`config.mk`:
```
export PLATFORM = sky130hd
export DESIGN_NAME = adder_rs_scheduler_flat
export DESIGN_NICKNAME = d
export VERILOG_FILES = /design/src/rtl/adder_rs_scheduler_if.sv /design/src/rtl/adder_rs_scheduler.sv /design/src/flat_wrapper.sv
export SDC_FILE = /design/constraint.sdc
export NUM_CORES = 1
export LEC_CHECK = 0
export CORE_ASPECT_RATIO = 0.7
export CORE_UTILIZATION = 63
export CTS_CLUSTER_SIZE = 8
export DETAILED_ROUTE_END_ITERATION = 10
export DONT_BUFFER_PORTS = 1
export PLACE_DENSITY = 0.79
export SYNTH_ARGS = -nofsm -noshare
export SYNTH_HDL_FRONTEND = slang
export SYNTH_SLANG_ARGS = --single-unit
```
`constraint.sdc`:
```
create_clock -name clock -period 2.5 [get_ports clock]
set_clock_uncertainty 0.2 [all_clocks]
set_input_delay 0.625 -clock clock [delete_from_list [all_inputs] [get_ports clock]]
set_output_delay 0.625 -clock clock [all_outputs]
set_load 0.05 [all_outputs]
```
`src/rtl/adder_rs_scheduler_if.sv`:
```
// adder_rs_scheduler_if: issue and status bus between the instruction queue and the adder RS scheduler
interface adder_rs_scheduler_if #(parameter int NUM_RS = 6);
    logic              issue;
    logic [5:0]        operation;
    logic [NUM_RS-1:0] A_tag;
    logic [NUM_RS-1:0] B_tag;
    logic              adder_available;
    logic [NUM_RS-1:0] adder_RS_available;
    logic              issue_error;
    logic [NUM_RS-1:0] RS_issued;
    logic [NUM_RS-1:0] RS_executing_adder;
    logic [NUM_RS-1:0] RS_finished;
    logic              adder_start;
    logic [5:0]        adder_op;

    modport master (
        output issue, operation, A_tag, B_tag,
        input  adder_available, adder_RS_available, issue_error, RS_issued,
               RS_executing_adder, RS_finished, adder_start, adder_op
    );
    modport slave (
        input  issue, operation, A_tag, B_tag,
        output adder_available, adder_RS_available, issue_error, RS_issued,
               RS_executing_adder, RS_finished, adder_start, adder_op
    );
endinterface

```
`src/rtl/adder_rs_scheduler.sv`:
```
// adder_rs_scheduler: adder reservation-station allocation, tag wakeup and dispatch FSM.
// Define RS_ROUND_ROBIN_EN for a round-robin dispatch arbiter; default is lowest-ready-index.
module adder_rs_scheduler #(
    parameter int NUM_RS        = 6,
    parameter int ADDER_LATENCY = 2
) (
    input logic                 clock,
    input logic                 reset_n,
    adder_rs_scheduler_if.slave bus
);
    localparam int CW = ADDER_LATENCY > 1 ? $clog2(ADDER_LATENCY) : 1;

    typedef enum logic [1:0] {IDLE, EXEC, DONE} state_t;

    state_t            state, state_n;
    logic [CW-1:0]     cnt, cnt_n;
    logic [NUM_RS-1:0] busy, cur, cur_n, ready, sel;
    logic [5:0]        op [NUM_RS];
    logic [NUM_RS-1:0] qj [NUM_RS];
    logic [NUM_RS-1:0] qk [NUM_RS];
    logic [5:0]        op_nxt;
    logic              dispatch, alloc;

    function automatic logic [NUM_RS-1:0] low1(input logic [NUM_RS-1:0] x);
        return x & (~x + NUM_RS'(1));
    endfunction

    assign bus.adder_available    = ~busy != '0;
    assign bus.adder_RS_available = low1(~busy);
    assign alloc                  = bus.issue && bus.adder_available;

    // cur stays set through DONE so the finishing RS is never re-picked
    always_comb begin
        ready = '0;
        for (int i = 0; i < NUM_RS; i++)
            ready[i] = busy[i] && qj[i] == '0 && qk[i] == '0 && !cur[i];
    end

`ifdef RS_ROUND_ROBIN_EN
    logic [NUM_RS-1:0] last_oh, upper;
    assign upper = ready & ~((last_oh << 1) - NUM_RS'(1));
    assign sel   = upper != '0 ? low1(upper) : low1(ready);

    always_ff @(posedge clock or negedge reset_n)
        if (!reset_n) last_oh <= NUM_RS'(1) << (NUM_RS - 1);
        else if (dispatch) last_oh <= sel;
`else
    assign sel = low1(ready);
`endif

    always_comb begin
        state_n  = state;
        cnt_n    = cnt;
        cur_n    = cur;
        dispatch = 1'b0;
        if (state == EXEC) begin
            state_n = cnt == '0 ? DONE : EXEC;
            cnt_n   = cnt == '0 ? cnt : cnt - 1'b1;
        end else if (ready != '0) begin
            state_n  = EXEC;
            cnt_n    = CW'(ADDER_LATENCY - 1);
            cur_n    = sel;
            dispatch = 1'b1;
        end else begin
            state_n = IDLE;
            cur_n   = '0;
        end
    end

    always_comb begin
        op_nxt = '0;
        for (int i = 0; i < NUM_RS; i++)
            if (cur_n[i]) op_nxt = op[i];
    end

    always_ff @(posedge clock or negedge reset_n) begin
        if (!reset_n) begin
            state                  <= IDLE;
            cnt                    <= '0;
            cur                    <= '0;
            busy                   <= '0;
            bus.RS_issued          <= '0;
            bus.issue_error        <= 1'b0;
            bus.RS_executing_adder <= '0;
            bus.RS_finished        <= '0;
            bus.adder_start        <= 1'b0;
            bus.adder_op           <= '0;
            for (int i = 0; i < NUM_RS; i++) begin
                op[i] <= '0;
                qj[i] <= '0;
                qk[i] <= '0;
            end
        end else begin
            state                  <= state_n;
            cnt                    <= cnt_n;
            cur                    <= cur_n;
            busy                   <= (busy | (alloc ? bus.adder_RS_available : '0)) & ~bus.RS_finished;
            bus.RS_issued          <= alloc ? bus.adder_RS_available : '0;
            bus.issue_error        <= bus.issue && !bus.adder_available;
            bus.RS_executing_adder <= state_n == EXEC ? cur_n : '0;
            bus.RS_finished        <= state_n == DONE ? cur : '0;
            bus.adder_start        <= dispatch;
            bus.adder_op           <= state_n == EXEC ? op_nxt : '0;
            // a tag matching the broadcast this cycle is captured as already available
            for (int i = 0; i < NUM_RS; i++) begin
                if (alloc && bus.adder_RS_available[i]) begin
                    op[i] <= bus.operation;
                    qj[i] <= bus.A_tag == bus.RS_finished ? '0 : bus.A_tag;
                    qk[i] <= bus.B_tag == bus.RS_finished ? '0 : bus.B_tag;
                end else if (bus.RS_finished != '0) begin
                    if (qj[i] == bus.RS_finished) qj[i] <= '0;
                    if (qk[i] == bus.RS_finished) qk[i] <= '0;
                end
            end
        end
    end
endmodule
```
`src/flat_wrapper.sv`:
```
// flat-port wrapper written by rule: the top's interface ports become plain ports
module adder_rs_scheduler_flat 
#(
    parameter int NUM_RS        = 6,
    parameter int ADDER_LATENCY = 2
)
  (clock, reset_n, bus_issue, bus_operation, bus_A_tag, bus_B_tag, bus_adder_available, bus_adder_RS_available, bus_issue_error, bus_RS_issued, bus_RS_executing_adder, bus_RS_finished, bus_adder_start, bus_adder_op);
  adder_rs_scheduler_if #(.NUM_RS(NUM_RS)) bus_i ();
  input logic clock;
  input logic reset_n;
  input wire logic [$bits(bus_i.issue)-1:0] bus_issue;
  input wire logic [$bits(bus_i.operation)-1:0] bus_operation;
  input wire logic [$bits(bus_i.A_tag)-1:0] bus_A_tag;
  input wire logic [$bits(bus_i.B_tag)-1:0] bus_B_tag;
  output wire logic [$bits(bus_i.adder_available)-1:0] bus_adder_available;
  output wire logic [$bits(bus_i.adder_RS_available)-1:0] bus_adder_RS_available;
  output wire logic [$bits(bus_i.issue_error)-1:0] bus_issue_error;
  output wire logic [$bits(bus_i.RS_issued)-1:0] bus_RS_issued;
  output wire logic [$bits(bus_i.RS_executing_adder)-1:0] bus_RS_executing_adder;
  output wire logic [$bits(bus_i.RS_finished)-1:0] bus_RS_finished;
  output wire logic [$bits(bus_i.adder_start)-1:0] bus_adder_start;
  output wire logic [$bits(bus_i.adder_op)-1:0] bus_adder_op;
  assign bus_i.issue = bus_issue;
  assign bus_i.operation = bus_operation;
  assign bus_i.A_tag = bus_A_tag;
  assign bus_i.B_tag = bus_B_tag;
  assign bus_adder_available = bus_i.adder_available;
  assign bus_adder_RS_available = bus_i.adder_RS_available;
  assign bus_issue_error = bus_i.issue_error;
  assign bus_RS_issued = bus_i.RS_issued;
  assign bus_RS_executing_adder = bus_i.RS_executing_adder;
  assign bus_RS_finished = bus_i.RS_finished;
  assign bus_adder_start = bus_i.adder_start;
  assign bus_adder_op = bus_i.adder_op;
  adder_rs_scheduler #(.NUM_RS(NUM_RS), .ADDER_LATENCY(ADDER_LATENCY)) u_core (.clock(clock), .reset_n(reset_n), .bus(bus_i));
endmodule
```
==> results.cfg <==
[run_status]
status = finished with violations
violations = hold timing

[clocking]
numCtsBuffers = 17
worst_skew_pair.late_latency_ns = 0.43
clkSinkCount = 149
cts.reportedPaths.clkPinSlew_ns = 0.07
clock_path_buffers = 2
cts_tree = done
htree_levels = 4
cts_root_buffer = clkbuf_16

[pwr]
switchingPower_mw = 3.97
p_int_mw = 6.04
power.total_mw = 10.0
ir_drop_v = 0.000647
p_seq_share_pct = 44.2
p_leak_nw = 3.85
p_sw_share_pct = 39.7
p_clk_share_pct = 24.9
p_comb_share_pct = 30.9
p_per_area_mw_per_mm2 = 1220

[final_layout]
final_cells = 927
final_layout_size_suffix_gt1_share_pct = 15.9
nNetsFinal = 787
fin_util_pct = 77.2
final_cell_mix = nand2_1 (158), dfrtp_1 (149), o21ai_0 (69), nand3b_1 (60), buf_4 (53)
final_common_cell = nand2_1
n_antenna_cell = 0
area_delta_synth_final_pct = 16.1

[timing]
fin_crit_sh_pct = 98.8
final-hold-violation-count = 149
relSlewSlack_pct = 36.9
rsz0062_at_grt = yes
slew_viol_final = 0
period_needed_ns = 2.47
clock.fmax_ghz = 0.405
final-setup-viol-count = 0
worst_pin_slew_ns = 0.938
setup_slack_ns = 0.0309
whs_ns = -0.305

[hold_path]
min_path_type = input pin to async pin

[drt]
drtPass1Iterations = 5
wl_um = 20500
ant_nets = 0
viasPerCell = 6.44
drt_iter0_drc = 796
vias = 5971
wire_per_inst_um = 22.1
drc = 0

[global_routing]
antenna_found_initial = 0
grt_max_degree = 150
grt_pass1_vias = 5928
grt-ovfl-total = 0
grtUsageTotal_pct = 37.9
grt_pass1_wl_um = 32400

[synthesis]
synth.distinct_cells = 47
syn_inst = 726
ys_warn_count = 0
synth_edf_count = 0
avgSynthCellArea_um2 = 9.74
synthArstFlopShare_pct = 100
ys.flop_type = dfrtp_1
syn_nets = 747
synth_seq_cells = 149
ys_seq_area_share_pct = 52.7
syn_area_mm2 = 0.00707

[worst_setup_path]
worstSetupPathType = register to register
crit_path_end_kind = register
path_max_fanout = 8
cp-startpoint = u_core.qj[32]
r2r-start = u_core.qj[32]
worstPathRequired_ns = 2.61
crit_path_start_kind = register
crit_arrival_ns = 2.57
ff2ff_path_depth = 8

[die]
fp.dieArea_mm2 = 0.0117
core_mm2 = 0.0106
fp-row-count = 31
die_h_um = 90.6
start_util_pct = 66.5
io_pins = 54
die_x_um = 129

[place]
pre_cts_ws_ns = -0.138
io_buffers = 0
place_congestion = 0.912
placed_cells = 887
dp_hpwl_um = 13800

[job]
drv_cap = 0
per-stage QoR:
| step | setup TNS, ns | cell area [um^2] |
|---|---|---|
| after global routing | -0.158 | 8210 |
| after floorplan | 0 | 7080 |
| final | 0 | 8210 |
| after CTS | -0.00884 | 8130 |
| after global placement | -0.0892 | 7470 |
| after detailed placement | -0.546 | 7470 |
sequential cells by signal (all words and copies together), names as in the netlist:
signal and flops:
u_core.qk 36, u_core.cur 6, u_core.state 2, u_core.busy 6, u_core.bus.adder_start 1, u_core.bus.adder_op 6
u_core.op 36, u_core.bus.issue_error 1, u_core.qj 36, u_core.bus.RS_executing_adder 6, u_core.cnt 1, u_core.bus.RS_issued 6
u_core.bus.RS_finished 6
power groups by stage:
stage / logic [mW] / registers (mW) / clock network, mW
3_5_place_dp: 2.82 / 4.34 / 0
6_report: 3.10 / 4.43 / 2.49
4_1_cts: 2.95 / 4.36 / 2.48
3_3_place_gp: 2.65 / 4.28 / 0
5_1_grt: 3.41 / 4.49 / 2.60
2_1_floorplan: 2.13 / 4.12 / 0
final cells by class:
type / count / area (um^2)
flip-flops and latches: 149 / 3730
multi-input cells: 527 / 3240
fillers: 692 / 2420
repair buffers: 55 / 429
clock buffers: 17 / 425
well taps: 148 / 185
clock inverters: 15 / 141
inverters: 16 / 61.3
timing repair:
action / 4_1_cts / 5_1_grt
gates resized for setup: 9 / 11
cloned: 0 / 0
pin swaps: 6 / 5
endpoints found under the hold margin: 149 / 149
setup buffers: 5 / 3
endpoints found under the setup margin: 8 / 9
Yosys cell counts, types with 2 or more instances:
| master | instances | area share (%) |
|---|---|---|
| o21ai_0 | 69 | 4.9 |
| o31a_1 | 2 | 0.25 |
| nand2_1 | 158 | 8.4 |
| o221ai_1 | 5 | 0.62 |
| o21ai_1 | 8 | 0.57 |
| xor2_1 | 40 | 5.0 |
| nand3_1 | 16 | 1.1 |
| dfrtp_1 | 149 | 53 |
| clkinv_1 | 3 | 0.16 |
| a21oi_2 | 2 | 0.25 |
| nor2_1 | 27 | 1.4 |
| nand2_2 | 2 | 0.18 |
| inv_1 | 9 | 0.48 |
| a21oi_4 | 2 | 0.46 |
| nor4b_2 | 2 | 0.42 |
| buf_1 | 4 | 0.21 |
| xnor2_1 | 44 | 5.4 |
| inv_2 | 3 | 0.16 |
| nor2b_1 | 4 | 0.35 |
| a211oi_1 | 5 | 0.53 |
| nand4_1 | 17 | 1.5 |
| nor4_1 | 28 | 2.5 |
| a21oi_1 | 9 | 0.64 |
| clkbuf_1 | 18 | 0.96 |
| nand2b_1 | 2 | 0.18 |
| and4_1 | 2 | 0.25 |
| buf_4 | 4 | 0.42 |
| and2_1 | 6 | 0.53 |
| nor3_2 | 3 | 0.42 |
| nand3b_1 | 60 | 6.4 |
| buf_2 | 7 | 0.50 |
kinds of logic (layout without fill, tap and decap cells):
| logic type | after synthesis | in the layout | synth area share [%] |
|---|---|---|---|
| buffers and inverters | 50 | 103 | 3.11 |
| xor gates and xnor gates | 84 | 84 | 10.4 |
| DFF | 149 | 149 | 52.7 |
| and+or+nand+nor | 335 | 335 | 24.8 |
| AOI/OAI and AO/OA | 108 | 108 | 8.92 |
path summary, 6_finish.rpt:
path,to,slack [ns]
setup / recovery,u_core.bus.adder_op[3],0.03
hold / removal,u_core.qk[21],-0.30
setup reg to reg,u_core.bus.adder_op[3],0.03
hold reg to reg,u_core.op[3],0.28
max in group asynchronous,u_core.qk[33],2.19
min in group clock,u_core.op[30],0.10
critical path, stage by stage, from the launching register on:
cell      delay (ns)
dfrtp_1         0.43
nor4_2          0.35
and4_1          0.30
o31a_2          0.28
clkinv_2        0.16
nand2_1         0.10
a21oi_1         0.10
a211oi_1        0.32
o21ai_1         0.11
per-layer routing:
metal  wire [um]  vias to the layer above  track usage, %  share of wire [%]
met2        9520                      334            57.2                 46
met3        2010                       75            9.89                9.8
met5           0                        -               0                  0
li1            -                     2571               -                  -
met4         614                        0            12.5                3.0
met1        8330                     2991            53.4                 41
Note: power is estimated with default switching activity, not from simulation.
==> variant (config.mk and constraints unchanged) <==
`ADDER_LATENCY` is set to 2 in 2 places; all go to 4.
--- a/src/rtl/adder_rs_scheduler.sv
+++ b/src/rtl/adder_rs_scheduler.sv
@@ -2,7 +2,7 @@
 // Define RS_ROUND_ROBIN_EN for a round-robin dispatch arbiter; default is lowest-ready-index.
 module adder_rs_scheduler #(
     parameter int NUM_RS        = 6,
-    parameter int ADDER_LATENCY = 2
+    parameter int ADDER_LATENCY = 4
 ) (
     input logic                 clock,
     input logic                 reset_n,
--- a/src/flat_wrapper.sv
+++ b/src/flat_wrapper.sv
@@ -2,7 +2,7 @@
 module adder_rs_scheduler_flat 
 #(
     parameter int NUM_RS        = 6,
-    parameter int ADDER_LATENCY = 2
+    parameter int ADDER_LATENCY = 4
 )
   (clock, reset_n, bus_issue, bus_operation, bus_A_tag, bus_B_tag, bus_adder_available, bus_adder_RS_available, bus_issue_error, bus_RS_issued, bus_RS_executing_adder, bus_RS_finished, bus_adder_start, bus_adder_op);
   adder_rs_scheduler_if #(.NUM_RS(NUM_RS)) bus_i ();
Function: changed (Yosys sat finds a counterexample within 10 cycles, from zero or initial values and one cycle with reset_n low).
==> variant against the unedited design <==
The run still ends with negative hold slack left; sequential cell count rose by 1; synthesized cell count rose by 5.6%; cell count rose by 2.7%; global-route usage fell by 0.59 points; non-clock buffer count fell by 13; power fell by 0.38%; wire length rose by 3.7%; sequential power rose by 1%; final area rose by 1.8%; area after synthesis rose by 4.5%; worst setup slack improved by 11 ps; highest routed layer is now met5.
==> variant: results (changes against the unedited design) <==
grt_max_degree: 151  # +0.67%
yosysTopAreaCellShare: 0.508  # -0.0195
viasPerCell: 6.50  # +0.88%
dr.first_iter.drc_count: 871  # +9.4%
fin_hold_ws_ps: -314  # -9.02 ps
reg2reg_depth: 7  # -1
wl_per_cell_microns: 22.3  # +0.97%
critPathMaxFanout: 13  # +5
crit_arrival_ps: 2610  # +40 ps
cp-startpoint: "u_core.busy[3]"
yosysSeqAreaShare: 0.508  # -0.0195
grtUsageTotal: 0.373  # -0.00585
synth_commonest_cells: "199 x nand2_1, 150 x dfrtp_1, 60 x nand3b_1"
placed_area_sq_um: 7740  # +3.7%
drive_above_1_share: 0.128  # -0.0315
synthXorXnorAreaFrac: 0.0995  # -0.00451
hpwlAfterDp_microns: 14500  # +4.9%
hold_viol: 150  # +0.67%
grt_pass1_wl_microns: 33500  # +3.3%
maxSlewHeadroom: 0.458  # +0.0892
cts_setup_buffers: 0  # -5
antenna_found_initial: 1  # +1
status: "finished, violations left"
swShare: 0.385  # -0.0120
violations: "negative hold slack"
leakagePower_nw: 4.02  # +4.5%
synth-compound-area-share: 0.0753  # -0.0139
use_met3: 0.129  # +0.0297
synth_cell_types: 51  # +8.5%
variant: power groups by stage:
stage	Sequential (mW)	Combinational, mW	Clock [mW]
after global routing	4.55	3.14	2.76
after floorplan	4.17	2.13	0
final	4.48	2.84	2.65
after detailed placement	4.45	2.76	0
after CTS	4.43	2.81	2.66
after global placement	4.39	2.63	0
variant: through the flow:
step	power [mW]	TNS (ps)	setup WS [ps]	std cells
5_1_grt	10.5	-8.55	-8.55	952
4_1_cts	9.90	0	49.5	952
2_1_floorplan	6.31	0	47.3	767
3_5_place_dp	7.20	0	191	921
6_report	9.98	0	42.4	952
3_3_place_gp	7.02	0	180	921
variant: cell type report:
cell class                 instances  area share
sequential                       150       0.450
multi-input combinational        562       0.406
clock buffer                      17      0.0509
timing repair buffer              42      0.0422
tap                              153      0.0229
clock inverter                    14      0.0211
inverter                          14     0.00779
variant: worst max-delay path, stage by stage, from the launching register on:
cell     delay (ps)
dfrtp_1         440
and4_2          300
nand3_1          90
buf_4           250
nand3_1         160
inv_1           470
nand2_1         300
nand2_1         140
